File: src/rtl/layer_backprop_if.sv
// Handshake/bus bundle for layer_backprop.
// master: the side that supplies inputs and consumes prev_deltas.
// slave: the layer_backprop block itself.
interface layer_backprop_if #(
  parameter int NEURON_NUM        = 5,
  parameter int DELTA_CELL_WIDTH  = 10,
  parameter int WEIGHT_CELL_WIDTH = 16
);
  localparam int CNT_W = $clog2(NEURON_NUM) + 1;

  logic [CNT_W-1:0]                                 curr_neurons;
  logic                                             curr_neurons_valid;
  logic                                             curr_neurons_ready;
  logic [CNT_W-1:0]                                 prev_neurons;
  logic                                             prev_neurons_valid;
  logic                                             prev_neurons_ready;
  logic [NEURON_NUM*DELTA_CELL_WIDTH-1:0]           deltas;
  logic                                             deltas_valid;
  logic                                             deltas_ready;
  logic [NEURON_NUM*NEURON_NUM*WEIGHT_CELL_WIDTH-1:0] weights;
  logic                                             weights_valid;
  logic                                             weights_ready;
  logic [NEURON_NUM*DELTA_CELL_WIDTH-1:0]           prev_deltas;
  logic                                             overflow;
  logic                                             prev_deltas_valid;
  logic                                             prev_deltas_ready;

  modport master (
    output curr_neurons, curr_neurons_valid, prev_neurons, prev_neurons_valid,
    output deltas, deltas_valid, weights, weights_valid, prev_deltas_ready,
    input  curr_neurons_ready, prev_neurons_ready, deltas_ready, weights_ready,
    input  prev_deltas, overflow, prev_deltas_valid
  );

  modport slave (
    input  curr_neurons, curr_neurons_valid, prev_neurons, prev_neurons_valid,
    input  deltas, deltas_valid, weights, weights_valid, prev_deltas_ready,
    output curr_neurons_ready, prev_neurons_ready, deltas_ready, weights_ready,
    output prev_deltas, overflow, prev_deltas_valid
  );
endinterface

File: src/rtl/layer_backprop.sv
// layer_backprop: prev_deltas[j] = sum_i w[i][j] * deltas[i], one current
// neuron per cycle, all previous neurons in parallel.
// Optional feature macro: LAYER_BACKPROP_SATURATE_EN -- when defined,
// out-of-range results clamp to the delta range instead of wrapping.
module layer_backprop #(
  parameter int NEURON_NUM        = 5,
  parameter int DELTA_CELL_WIDTH  = 10,
  parameter int WEIGHT_CELL_WIDTH = 16,
  parameter int FRACTION          = 0
) (
  input  logic          clk,
  input  logic          rst,
  layer_backprop_if.slave bus
);
  localparam int N      = NEURON_NUM;
  localparam int D      = DELTA_CELL_WIDTH;
  localparam int W      = WEIGHT_CELL_WIDTH;
  localparam int CNT_W  = $clog2(N) + 1;
  localparam int IDX_W  = $clog2(N);
  localparam int PROD_W = W + D;
  localparam int ACC_W  = W + D + $clog2(N) + 1;

  localparam logic [CNT_W-1:0]        N_CNT   = CNT_W'(N);
  localparam logic signed [ACC_W-1:0] MAX_ACC = ACC_W'(2 ** (D - 1) - 1);
  localparam logic signed [ACC_W-1:0] MIN_ACC = -ACC_W'(2 ** (D - 1));

  typedef enum logic [1:0] {LOAD, COMPUTE, DONE} state_t;
  state_t state_reg, state_next;

  // Channel order in the 4-bit vectors: 0 curr, 1 prev, 2 deltas, 3 weights.
  logic [3:0]             held_reg, held_next, ready_reg, ready_next, fire;
  logic [CNT_W-1:0]       curr_reg, prev_reg, curr_next;
  logic [CNT_W-1:0]       n_cur, n_start;
  logic [N*D-1:0]         deltas_reg;
  logic [N*N*W-1:0]       weights_reg;
  logic [CNT_W-1:0]       i_reg;
  logic [IDX_W-1:0]       idx;
  logic                   start, out_fire;
  logic [N*D-1:0]         prev_deltas_reg, prev_deltas_red;
  logic                   overflow_reg, valid_reg;
  logic [N-1:0]           ovf_j;
  logic signed [D-1:0]    d_arr [N];
  logic signed [W-1:0]    w_arr [N][N];
  logic signed [D-1:0]    d_sel;

  assign fire[0]  = bus.curr_neurons_valid & ready_reg[0];
  assign fire[1]  = bus.prev_neurons_valid & ready_reg[1];
  assign fire[2]  = bus.deltas_valid       & ready_reg[2];
  assign fire[3]  = bus.weights_valid      & ready_reg[3];
  assign out_fire = (state_reg == DONE) & valid_reg & bus.prev_deltas_ready;

  // curr_neurons may be latched on the same edge the operation starts.
  assign curr_next = fire[0] ? bus.curr_neurons : curr_reg;
  assign n_start   = (curr_next > N_CNT) ? N_CNT : curr_next;
  assign n_cur     = (curr_reg  > N_CNT) ? N_CNT : curr_reg;
  assign idx       = i_reg[IDX_W-1:0];
  assign d_sel     = d_arr[idx];

  // Held flags set on each input handshake, all cleared by the output handshake.
  always_comb begin
    held_next = held_reg | fire;
    if (out_fire) held_next = '0;
  end

  // Next-state logic; start marks the edge that clears the accumulators.
  always_comb begin
    state_next = state_reg;
    start      = 1'b0;
    case (state_reg)
      LOAD: begin
        if (&held_next) begin
          start      = 1'b1;
          state_next = (n_start == '0) ? DONE : COMPUTE;
        end
      end
      COMPUTE: begin
        if (i_reg == n_cur - 1'b1) state_next = DONE;
      end
      DONE: begin
        if (out_fire) state_next = LOAD;
      end
      default: state_next = LOAD;
    endcase
    ready_next = (state_next == LOAD) ? ~held_next : 4'b0000;
  end

  // State register.
  always_ff @(posedge clk) begin
    if (!rst) state_reg <= LOAD;
    else      state_reg <= state_next;
  end

  // Held flags and registered readies (readies stay low through reset).
  always_ff @(posedge clk) begin
    if (!rst) begin
      held_reg  <= '0;
      ready_reg <= '0;
    end else begin
      held_reg  <= held_next;
      ready_reg <= ready_next;
    end
  end

  // Input capture registers; guarded by the held flags, so no reset needed.
  always_ff @(posedge clk) begin
    if (fire[0]) curr_reg    <= bus.curr_neurons;
    if (fire[1]) prev_reg    <= bus.prev_neurons;
    if (fire[2]) deltas_reg  <= bus.deltas;
    if (fire[3]) weights_reg <= bus.weights;
  end

  // Current-neuron index walks 0..n-1 during COMPUTE.
  always_ff @(posedge clk) begin
    if (!rst)                       i_reg <= '0;
    else if (start)                 i_reg <= '0;
    else if (state_reg == COMPUTE)  i_reg <= i_reg + 1'b1;
  end

  // Unpack the captured vectors into indexable arrays.
  for (genvar gi = 0; gi < N; gi++) begin : g_unpack
    assign d_arr[gi] = deltas_reg[gi*D +: D];
    for (genvar gj = 0; gj < N; gj++) begin : g_w
      assign w_arr[gi][gj] = weights_reg[(gi*N+gj)*W +: W];
    end
  end

  // One accumulator and output reducer per previous-layer neuron.
  for (genvar gi = 0; gi < N; gi++) begin : g_col
    logic signed [PROD_W-1:0] prod, prod_sh;
    logic signed [ACC_W-1:0]  term, acc_reg;
    logic [D-1:0]             red;
    logic                     hi, lo, active;

    assign prod    = w_arr[idx][gi] * d_sel;
    assign prod_sh = prod >>> FRACTION;
    assign term    = {{(ACC_W-PROD_W){prod_sh[PROD_W-1]}}, prod_sh};

    // Accumulate w[i][j]*delta[i] for the current i.
    always_ff @(posedge clk) begin
      if (!rst)                       acc_reg <= '0;
      else if (start)                 acc_reg <= '0;
      else if (state_reg == COMPUTE)  acc_reg <= acc_reg + term;
    end

    assign hi        = acc_reg > MAX_ACC;
    assign lo        = acc_reg < MIN_ACC;
    assign active    = CNT_W'(gi) < prev_reg;
    assign ovf_j[gi] = active & (hi | lo);
`ifdef LAYER_BACKPROP_SATURATE_EN
    localparam logic [D-1:0] MAX_D = {1'b0, {(D-1){1'b1}}};
    localparam logic [D-1:0] MIN_D = {1'b1, {(D-1){1'b0}}};
    assign red = hi ? MAX_D : (lo ? MIN_D : acc_reg[D-1:0]);
`else
    assign red = acc_reg[D-1:0];
`endif
    assign prev_deltas_red[gi*D +: D] = active ? red : '0;
  end

  // Output register: captured once on entering DONE, held until handshake.
  always_ff @(posedge clk) begin
    if (!rst) begin
      prev_deltas_reg <= '0;
      overflow_reg    <= 1'b0;
      valid_reg       <= 1'b0;
    end else if (state_reg == DONE && !valid_reg) begin
      prev_deltas_reg <= prev_deltas_red;
      overflow_reg    <= |ovf_j;
      valid_reg       <= 1'b1;
    end else if (out_fire) begin
      valid_reg       <= 1'b0;
    end
  end

  assign bus.curr_neurons_ready = ready_reg[0];
  assign bus.prev_neurons_ready = ready_reg[1];
  assign bus.deltas_ready       = ready_reg[2];
  assign bus.weights_ready      = ready_reg[3];
  assign bus.prev_deltas        = prev_deltas_reg;
  assign bus.overflow           = overflow_reg;
  assign bus.prev_deltas_valid  = valid_reg;
endmodule

File: src/flat_wrapper.sv
// flat-port wrapper written by rule: the top's interface ports become plain ports
module layer_backprop_flat 
#(
  parameter int NEURON_NUM        = 5,
  parameter int DELTA_CELL_WIDTH  = 10,
  parameter int WEIGHT_CELL_WIDTH = 16,
  parameter int FRACTION          = 0
)
  (clk, rst, bus_curr_neurons, bus_curr_neurons_valid, bus_prev_neurons, bus_prev_neurons_valid, bus_deltas, bus_deltas_valid, bus_weights, bus_weights_valid, bus_prev_deltas_ready, bus_curr_neurons_ready, bus_prev_neurons_ready, bus_deltas_ready, bus_weights_ready, bus_prev_deltas, bus_overflow, bus_prev_deltas_valid);
  layer_backprop_if #(.NEURON_NUM(NEURON_NUM), .DELTA_CELL_WIDTH(DELTA_CELL_WIDTH), .WEIGHT_CELL_WIDTH(WEIGHT_CELL_WIDTH)) bus_i ();
  input  logic clk;
  input  logic rst;
  input wire logic [$bits(bus_i.curr_neurons)-1:0] bus_curr_neurons;
  input wire logic [$bits(bus_i.curr_neurons_valid)-1:0] bus_curr_neurons_valid;
  input wire logic [$bits(bus_i.prev_neurons)-1:0] bus_prev_neurons;
  input wire logic [$bits(bus_i.prev_neurons_valid)-1:0] bus_prev_neurons_valid;
  input wire logic [$bits(bus_i.deltas)-1:0] bus_deltas;
  input wire logic [$bits(bus_i.deltas_valid)-1:0] bus_deltas_valid;
  input wire logic [$bits(bus_i.weights)-1:0] bus_weights;
  input wire logic [$bits(bus_i.weights_valid)-1:0] bus_weights_valid;
  input wire logic [$bits(bus_i.prev_deltas_ready)-1:0] bus_prev_deltas_ready;
  output wire logic [$bits(bus_i.curr_neurons_ready)-1:0] bus_curr_neurons_ready;
  output wire logic [$bits(bus_i.prev_neurons_ready)-1:0] bus_prev_neurons_ready;
  output wire logic [$bits(bus_i.deltas_ready)-1:0] bus_deltas_ready;
  output wire logic [$bits(bus_i.weights_ready)-1:0] bus_weights_ready;
  output wire logic [$bits(bus_i.prev_deltas)-1:0] bus_prev_deltas;
  output wire logic [$bits(bus_i.overflow)-1:0] bus_overflow;
  output wire logic [$bits(bus_i.prev_deltas_valid)-1:0] bus_prev_deltas_valid;
  assign bus_i.curr_neurons = bus_curr_neurons;
  assign bus_i.curr_neurons_valid = bus_curr_neurons_valid;
  assign bus_i.prev_neurons = bus_prev_neurons;
  assign bus_i.prev_neurons_valid = bus_prev_neurons_valid;
  assign bus_i.deltas = bus_deltas;
  assign bus_i.deltas_valid = bus_deltas_valid;
  assign bus_i.weights = bus_weights;
  assign bus_i.weights_valid = bus_weights_valid;
  assign bus_i.prev_deltas_ready = bus_prev_deltas_ready;
  assign bus_curr_neurons_ready = bus_i.curr_neurons_ready;
  assign bus_prev_neurons_ready = bus_i.prev_neurons_ready;
  assign bus_deltas_ready = bus_i.deltas_ready;
  assign bus_weights_ready = bus_i.weights_ready;
  assign bus_prev_deltas = bus_i.prev_deltas;
  assign bus_overflow = bus_i.overflow;
  assign bus_prev_deltas_valid = bus_i.prev_deltas_valid;
  layer_backprop #(.NEURON_NUM(NEURON_NUM), .DELTA_CELL_WIDTH(DELTA_CELL_WIDTH), .WEIGHT_CELL_WIDTH(WEIGHT_CELL_WIDTH), .FRACTION(FRACTION)) u_core (.clk(clk), .rst(rst), .bus(bus_i));
endmodule
File: config.mk
export PLATFORM = sky130hd
export DESIGN_NAME = layer_backprop_flat
export DESIGN_NICKNAME = d
export VERILOG_FILES = /design/src/rtl/layer_backprop_if.sv /design/src/rtl/layer_backprop.sv /design/src/flat_wrapper.sv
export SDC_FILE = /design/constraint.sdc
export NUM_CORES = 2
export LEC_CHECK = 0
export ABC_AREA = 1
export CAP_MARGIN = 20
export CORE_ASPECT_RATIO = 0.75
export CORE_MARGIN = 3
export CORE_UTILIZATION = 55
export CTS_CLUSTER_SIZE = 20
export DETAILED_ROUTE_END_ITERATION = 6
export DONT_BUFFER_PORTS = 1
export HOLD_SLACK_MARGIN = 0.02
export PLACE_DENSITY = 0.68
export SKIP_LAST_GASP = 1
export SLEW_MARGIN = 20
export SYNTH_ARGS = -nofsm -noshare
export SYNTH_HDL_FRONTEND = slang
export SYNTH_SLANG_ARGS = --single-unit
export TNS_END_PERCENT = 30
File: constraint.sdc
create_clock -name clk -period 12.1 [get_ports clk]
set_input_delay 0.605 -clock clk [delete_from_list [all_inputs] [get_ports clk]]
set_output_delay 0.605 -clock clk [all_outputs]
set_load 0.01 [all_outputs]
==> out/metrics.yaml <==
critical_path:
  r2r_start: "u_core.i_reg[1]"
  crit_fanout: 58
  cp_data_required_time_ns: 12.69
  slowest_delay_ns: 0.85
  cp-end-kind: "register"
  critPathSlowestCell: "clkinv_2"
  cp_common_cell: "fa_1"
  startpoint: "u_core.i_reg[1]"
  cp.arrival_ns: 9.36
  cp-start-kind: "register"
  crit_type: "register to register"
placement:
  dp_hpwl_um: 148000
  dp_cells: 9031
  place_ws_ns: 3.66
  portBuffers: 0
  place_congestion: 0.954
pwr:
  swShare_pct: 53.3
  seqPwrFrac_pct: 14.6
  irDropWorstVdd_mv: 0.224
  switchingPower_mw: 9.53
  p_comb_share_pct: 72.2
  p_int_mw: 8.36
  power_mw: 17.9
  power.density_nw_per_um2: 244
  clkPwrFrac_pct: 13.3
  leakage_nw: 36.7
sta:
  slew_violations: 0
  maxSlewHeadroom_pct: 22.5
  hold_viol: 0
  tns_ns: 0
  clock.fmax_ghz: 0.114
  worst_slack_ns: 3.33
  setup_viol: 0
  skew_ns: 0.0510
  tightestPinTransition_ns: 1.16
  rsz0062_at_grt: "no"
  post-route-period-util_pct: 72.5
  period_minus_slack_ns: 8.77
detailed_routing:
  vias: 53200
  routed_via_density: 5.51
  wire_per_inst_um: 20.8
  routed_wl_um: 201000
  dr.pass1.iters: 6
  drc: 0
  drt_iter0_drc: 4947
  ant_nets: 0
floorplan:
  die_area_um2: 123000
  die_h_um: 304
  row_count: 108
  placeableCoreArea_um2: 117000
  ioPinCount: 521
  die_x_um: 404
  initial_utilization_pct: 55.9
clock_tree:
  clkLatencyLatePin_ns: 0.70
  htreeDepth: 3
  cts_inserted_buffers: 73
  clock_tree.root_cell: "clkbuf_16"
  clkTransAtPathRegs_ns: 0.06
  cts_tree: "built"
  cts_sinks: 674
  cts_buffer_depth: 3
  cts_setup_buffers: 0
min_path:
  hp-start: "rst"
  hp-class: "input pin to register"
synth:
  ys_async_sr_fraction_pct: 0
  synth-edff-count: 454
  ys_types: 45
  netlist_area_um2: 65200
  synth-seq-area-share_pct: 27.7
  synth_ff_type: "edfxtp_1"
  avgSynthCellArea_um2: 8.47
  synth_nets: 9429
  synth_seq_cells: 674
  yosys_warnings: 0
  syn_inst: 7697
grt:
  grt_max_degree: 108
  grt_overflow: 0
  grt_usage_pct: 33.0
  grt_pass1_wl_um: 315000
  grt_pass1_vias: 55400
  antenna_found_initial: 30
finish:
  largest_reg_flops: 400
  final_net_count: 9754
  finalCoreUtilization_pct: 63.0
  drive_gt1_share_pct: 3.38
  final_cells: 9654
  area_delta_synth_final_pct: 12.6
  fillers: 9795
status:
  outcome: "finished clean"
flow_run:
  drv_cap: 0
## routing by layer
layer | vias up | global-route usage [%] | wire length, µm | share of wire, %
li1 | 24200 | - | - | -
met1 | 26000 | 42.9 | 79900 | 40
met2 | 2436 | 54.2 | 95000 | 47
met3 | 495 | 6.96 | 17200 | 8.6
met4 | 2 | 13.2 | 8960 | 4.5
met5 | - | 0 | 13 | 0.0065
## final cells by class
class / instances / area (µm²) / area share [%]
Clock inverter: 43 / 470 / 0.641
Sequential cell: 674 / 18000 / 24.6
Clock buffer: 91 / 1980 / 2.70
Timing Repair Buffer: 492 / 4830 / 6.58
Multi-Input combinational cell: 4930 / 39100 / 53.3
Antenna cell: 33 / 82.6 / 0.112
Tap cell: 1540 / 1930 / 2.62
Inverter: 1851 / 6970 / 9.48
## power by group through the flow
stage / clock (mW) / combinational, mW / sequential (mW)
after floorplan: 0 / 9.48 / 2.66
after global placement: 0 / 12.5 / 2.65
after detailed placement: 0 / 12.6 / 2.65
after CTS: 2.36 / 12.8 / 2.60
after global routing: 2.48 / 14.8 / 2.61
final: 2.37 / 12.9 / 2.60
## logic make-up (layout without fill, tap and decap cells)
logic type                 after synthesis  after routing  synth area share (%)
other                                    0             33                     0
adders and majority gates             1267           1267                  34.5
and+or+nand+nor                       2876           2876                  18.1
muxes                                    5              5                0.0767
xor gates and xnor gates                56             56                 0.752
buffers and inverters                 2093           2477                  12.4
DFF                                    674            674                  27.7
AOI/OAI and AO/OA                      726            726                  6.42
## stage by stage
step	cell area, µm²	hold WS, ns
2_1_floorplan	65200	0.458
3_3_place_gp	66300	0.472
3_5_place_dp	66300	0.478
4_1_cts	73400	0.0249
5_1_grt	73400	0.0519
6_report	73400	0.0748
## cells in the final DEF, fill, tap and decap left out, types with 15 or more instances in the layout
master / instances
nor2_1: 523
a221o_1: 75
nand2_1: 1746
xnor2_1: 22
edfxtp_1: 454
ha_1: 377
buf_4: 36
a21oi_1: 430
diode_2: 33
o21ai_0: 165
dfxtp_1: 217
dlygate4sd3_1: 456
fa_1: 890
nand3_1: 362
inv_1: 1833
nor3_1: 53
nand2_2: 72
nand4_1: 88
o21bai_1: 17
clkinv_1: 15
clkbuf_16: 76
xor2_1: 34
## critical path: cells and delay by family, from the launching register on
family | cells | cell delay (ns)
flops | 1 | 0.81
buf+inv | 8 | 2.76
simple gates | 9 | 1.49
fa+ha+maj | 6 | 2.74
compound gates | 4 | 0.75
## what timing repair did
item | CTS | global route
gates resized for setup | 0 | 0
endpoints found under the hold margin | 476 | 0
hold buffers | 456 | 0
## cells in the mapped netlist, drive strengths merged (83+ instances only)
master	instances	area [µm²]
nand3	363	1820
inv	1847	6940
buf	159	857
a21oi	430	2150
dfxtp	220	4400
nor2	527	1990
ha	377	4720
clkbuf	83	312
nand2	1828	7060
fa	890	17800
nand4	88	551
edfxtp	454	13600
o21ai	177	886
## path summary, 6_finish.rpt
kind                                                     to  slack, ns  depth (start not counted)
worst min-delay path            u_core.g_col[0].acc_reg[29]       0.07                          2
worst min register to register   u_core.g_col[2].acc_reg[1]       0.49                          2
worst max register to register  u_core.g_col[1].acc_reg[22]       3.33                         27
worst max-delay path            u_core.g_col[1].acc_reg[22]       3.33                         27
(Power assumes the default switching activity.)
